### src/rtl/mem_pkg.sv
// Shared constants for the CPU memory responder.
// FSM encoding, default widths and RW polarity.
package mem_pkg;

  localparam int DEF_ADDR_W = 8;
  localparam int DEF_DATA_W = 16;

  localparam logic [1:0] ST_IDLE = 2'd0;
  localparam logic [1:0] ST_WAIT = 2'd1;
  localparam logic [1:0] ST_DONE = 2'd2;

  localparam logic RW_READ  = 1'b1;
  localparam logic RW_WRITE = 1'b0;

endpackage

### src/rtl/mem_array.sv
// Single-port word RAM for the memory responder.
// Clocked write, read port follows the address.
module mem_array #(
  parameter int ADDR_W = 8,
  parameter int DATA_W = 16
) (
  input  logic              clk,
  input  logic              we,
  input  logic [ADDR_W-1:0] addr,
  input  logic [DATA_W-1:0] wdata,
  output logic [DATA_W-1:0] rdata
);

  logic [DATA_W-1:0] mem [0:(1<<ADDR_W)-1];

  // commit a write on the clock edge
  always_ff @(posedge clk) begin
    if (we) mem[addr] <= wdata;
  end

  assign rdata = mem[addr];

endmodule

### src/rtl/mem_responder.sv
// Memory side of the CPU handshake: MAR, MDR, RAM, wait states.
// Optional MAR range check enabled by MEM_ADDR_CHECK_EN.
module mem_responder
  import mem_pkg::*;
#(
  parameter int ADDR_W      = DEF_ADDR_W,
  parameter int DATA_W      = DEF_DATA_W,
  parameter int WAIT_CYCLES = 2
) (
  input  logic              clk,
  input  logic              reset,
  input  logic [DATA_W-1:0] bus_in,
  input  logic              MAR_EN,
  input  logic              BUS_MEM,
  input  logic              RW,
  input  logic              MEM_EN,
  input  logic              MDR_OUT,
  input  logic              MEM_BUS,
  output logic              MFC,
  output logic [DATA_W-1:0] bus_out,
  output logic              bus_oe,
  output logic              busy
`ifdef MEM_ADDR_CHECK_EN
  ,
  output logic              mem_err
`endif
);

  localparam logic [3:0] CNT_INIT = 4'(WAIT_CYCLES);

  logic [1:0]        state;
  logic [3:0]        cnt;
  logic [ADDR_W-1:0] mar;
  logic [DATA_W-1:0] mdr;
  logic [DATA_W-1:0] rdata;
  logic              rw_q;
  logic              mfc_q;
  logic              fin;
  logic              bad;
  logic              we;

  assign fin     = (state == ST_WAIT) && (cnt == 4'd0);
  assign we      = fin && (rw_q == RW_WRITE) && !bad && !reset;
  assign MFC     = mfc_q;
  assign busy    = (state != ST_IDLE);
  assign bus_out = mdr;
  assign bus_oe  = MDR_OUT & MEM_BUS;

  mem_array #(
    .ADDR_W (ADDR_W),
    .DATA_W (DATA_W)
  ) u_mem (
    .clk   (clk),
    .we    (we),
    .addr  (mar),
    .wdata (mdr),
    .rdata (rdata)
  );

  // request FSM with MAR/MDR loads and the wait-state counter
  always_ff @(posedge clk) begin
    if (reset) begin
      state <= ST_IDLE;
      cnt   <= '0;
      mar   <= '0;
      mdr   <= '0;
      rw_q  <= RW_READ;
      mfc_q <= 1'b0;
    end else begin
      case (state)
        ST_IDLE: begin
          if (MAR_EN) mar <= bus_in[ADDR_W-1:0];
          if (BUS_MEM) mdr <= bus_in;
          if (MEM_EN) begin
            rw_q  <= RW;
            cnt   <= CNT_INIT;
            state <= ST_WAIT;
          end
        end
        ST_WAIT: begin
          if (cnt == 4'd0) begin
            if (rw_q == RW_READ && !bad) mdr <= rdata;
            mfc_q <= 1'b1;
            state <= ST_DONE;
          end else begin
            cnt <= cnt - 4'd1;
          end
        end
        ST_DONE: begin
          if (!MEM_EN) begin
            mfc_q <= 1'b0;
            state <= ST_IDLE;
          end
        end
        default: state <= ST_IDLE;
      endcase
    end
  end

`ifdef MEM_ADDR_CHECK_EN
  // out-of-range MAR flag and its error report alongside MFC
  always_ff @(posedge clk) begin
    if (reset) begin
      bad     <= 1'b0;
      mem_err <= 1'b0;
    end else begin
      if (state == ST_IDLE && MAR_EN)
        bad <= |bus_in[DATA_W-1:ADDR_W];
      if (fin)
        mem_err <= bad;
      else if (state == ST_DONE && !MEM_EN)
        mem_err <= 1'b0;
    end
  end
`else
  logic unused_hi;
  assign bad       = 1'b0;
  assign unused_hi = ^bus_in[DATA_W-1:ADDR_W];
`endif

endmodule

### config.mk
export PLATFORM = sky130hd
export DESIGN_NAME = mem_responder
export DESIGN_NICKNAME = d
export VERILOG_FILES = /design/src/rtl/mem_pkg.sv /design/src/rtl/mem_array.sv /design/src/rtl/mem_responder.sv
export SDC_FILE = /design/constraint.sdc
export NUM_CORES = 2
export LEC_CHECK = 0
export BUFFER_PORTS_ARGS = -buffer_cell sky130_fd_sc_hd__buf_2
export CAP_MARGIN = 20
export CORE_MARGIN = 8
export CORE_UTILIZATION = 60
export CTS_CLUSTER_DIAMETER = 60
export DETAILED_ROUTE_END_ITERATION = 7
export PLACE_DENSITY = 0.73
export REMOVE_ABC_BUFFERS = 1
export SLEW_MARGIN = 20
export SYNTH_ARGS = -nofsm -noshare
export SYNTH_HDL_FRONTEND = slang
export SYNTH_SLANG_ARGS = --single-unit
### constraint.sdc
create_clock -name clk -period 13.65 [get_ports clk]
set_input_delay 1.365 -clock clk [delete_from_list [all_inputs] [get_ports clk]]
set_output_delay 1.365 -clock clk [all_outputs]
set_load 0.02 [all_outputs]
==> results.py <==
metrics = {
    "clocking": {
        "cts_root_buffer": "clkbuf_16",
        "cts_max_path_buffers": 4,
        "clock_sinks": 4136,
        "ctsHoldBuffers": 0,
        "clk-insertion-delay-late_ns": 0.93,
        "post_cts_buffers": 0,
        "clkTransAtPathRegs_ns": 0.07,
        "cts_tree": "done",
        "cts.htree.levels": 5,
        "cts_resized": 0,
        "cts-buffers-inserted": 397,
    },
    "placed_design": {
        "gp_congestion": 0.910,
        "port_buffers": 42,
        "detailed_place_hpwl_um": 255000,
        "pre_cts_ws_ns": 7.59,
    },
    "floorplan": {
        "die_h_um": 532,
        "io_pins": 43,
        "coreArea_um2": 265000,
        "dieArea_um2": 283000,
        "initial_core_util": 0.603,
        "chipWidth_um": 532,
        "row_count": 189,
    },
    "route": {
        "wl_um": 438000,
        "vias_per_cell": 7.08,
        "routedWlPerCell_um": 37.6,
        "dr.first_iter.drc_count": 13200,
        "vias": 82400,
        "drt_pass1_iterations": 6,
        "antenna_left": 0,
        "drcViolationCount": 0,
    },
    "synth": {
        "avgSynthCellArea_um2": 21.7,
        "ys_ff_latch": 4136,
        "netlist.area_leader.share": 0.770,
        "ys_seq_area_frac": 0.775,
        "synth_top_area_cell": "edfxtp_1",
        "ys_top_cells_by_count": "edfxtp_1, mux4_2, nand2_1",
        "synth_edf_count": 4096,
        "yosysMostFrequentCell": "edfxtp_1",
        "ys.flop_type": "edfxtp_1",
        "synth_area_leaders": "edfxtp_1, mux4_2, mux2i_1, nand2_1, nor2_1",
        "syn_inst": 7358,
        "synth_area_um2": 160000,
        "yosysWarnings": 0,
        "async_reset_ff_frac": 0,
        "synth_cell_types": 80,
    },
    "worst_setup_path": {
        "slowest_delay_ns": 0.77,
        "arrival_ns": 7.11,
        "critPathBufInv": 5,
        "cp_top_family": "buffers and inverters",
        "critPathKind": "reg -> reg",
        "crit_slowest_cell": "a2111oi_0",
        "cpMostUsedCell": "buf_4",
        "required_ns": 14.35,
        "path_cells": "buf_4 > buf_4 > buf_4 > buf_12 > mux4_2 > a22oi_1 > a21oi_1 > a21oi_1 > a21oi_1 > a2111oi_0 > buf_4 > a221oi_1",
        "critPathLaunchType": "register",
        "cp-end-kind": "register",
        "crit_fanout": 129,
    },
    "global_routing": {
        "grt.busiest_layer": "met2",
        "grt_pass1_wl_um": 612000,
        "grtUsageMet3": 0.0884,
        "antenna_found_initial": 29,
        "grt-ovfl-total": 0,
        "first_global_vias": 80600,
        "gr-usage-met1": 0.415,
        "met2_usage": 0.458,
        "grtUsageTotal": 0.303,
        "grt_max_degree": 202,
    },
    "layout": {
        "nets": 7799,
        "final_util": 0.672,
        "area_delta_synth_final_pct": 11.4,
        "drive_above_1_share": 0.260,
    },
    "power": {
        "p_per_area_nw_per_um2": 153,
        "p_leak_nw": 55.4,
        "total_power_mw": 27.2,
        "ir_worst_vdd_v": 0.000130,
    },
    "timing": {
        "clock_skew_ns": 0.0532,
        "holdWs_ns": 0.561,
        "slew_violations": 0,
        "period_needed_ns": 6.40,
        "fin_ws_ns": 7.25,
        "finalSetupViolations": 0,
        "hold_viol_final": 0,
        "rsz0062_at_grt": "no",
        "max_slew.worst_pin.slew_ns": 1.24,
        "fmax_mhz": 156,
        "finalCritPeriodShare": 0.469,
        "slew_headroom": 0.171,
    },
    "flow_run": {
        "drv_cap": 0,
    },
    "min_path": {
        "holdCritStartpoint": "mar[6]",
        "holdCritPathClass": "reg -> reg",
    },
    "outcome": {
        "outcome": "complete, no violations",
    },
}
worst reg2reg max path: stages (launching register included):
cell       delay (ns)
dfxtp_4          0.68
buf_4            0.47
buf_4            0.67
buf_4            0.77
buf_12           0.64
mux4_2           0.71
a22oi_1          0.38
a21oi_1          0.16
a21oi_1          0.41
a21oi_1          0.23
a2111oi_0        0.77
buf_4            0.24
a221oi_1         0.08
power breakdown:
group          internal (mW)  total [mW]  switching (mW)
Sequential              14.3        14.4           0.112
Combinational          0.581        2.00            1.42
Clock                   6.10        10.7            4.65
layer usage:
metal,share of wire,vias up
met2,0.46,6480
li1,-,31700
met1,0.35,43000
met3,0.14,1181
met5,0.00027,-
met4,0.058,6
layout by cell type, fill, tap and decap left out, drive strengths merged, types with 7 or more instances in the layout:
cell type	count
inv	19
clkbuf	496
nor4	8
clkinv	162
a311oi	12
nand2	360
o31ai	11
o22ai	80
mux4	983
mux2	9
a22o	8
nand2b	12
a21oi	101
or3	15
and2	25
nor3	28
a211oi	25
mux2i	269
o221ai	63
a2111oi	14
nand3	84
a32oi	12
nor2b	23
and3	37
a221oi	21
o211ai	18
diode	17
bufinv	36
nor2	319
clkinvlp	7
a31oi	48
edfxtp	4096
dfxtp	40
a22oi	56
o21ai	62
buf	445
metrics by stage:
stage	area, µm²	TNS (ns)	cells
4_1_cts	178000	0	11600
3_5_place_dp	165000	0	10900
3_3_place_gp	165000	0	10900
5_1_grt	178000	0	11600
2_1_floorplan	157000	-659.05	6929
6_report	178000	0	11600
flip-flops by register name, indices dropped and copies added (netlist names), named ones only:
register,count
mar,8
MFC,1
rw_q,1
state,2
u_mem.mem,4096
bus_out,16
cnt,4
cell type report:
class	count	area, µm²
well taps	3533	4420
repair buffers	445	3460
fillers	16200	87000
flip-flops and latches	4136	124000
clock inverters	215	2050
inverters	9	51.3
diodes	17	42.5
clock buffers	496	10400
multi-input cells	2784	33500
worst paths after layout:
kind | slack [ns] | end | cells after the start
setup / recovery | 7.25 | bus_out[1] | 12
hold / removal | 0.56 | mar[6] | 2
hold reg to reg | 0.56 | mar[6] | 2
setup reg to reg | 7.25 | bus_out[1] | 12
kinds of logic after synthesis:
family	synth area share
flip-flops	0.775
AO/OA/AOI/OAI	0.0254
buffers and inverters	0.0174
adder cells (fa/ha/maj)	0.000157
XOR/XNOR	0.000110
AND/OR/NAND/NOR	0.0253
multiplexers	0.156
(Power assumes the default switching activity.)
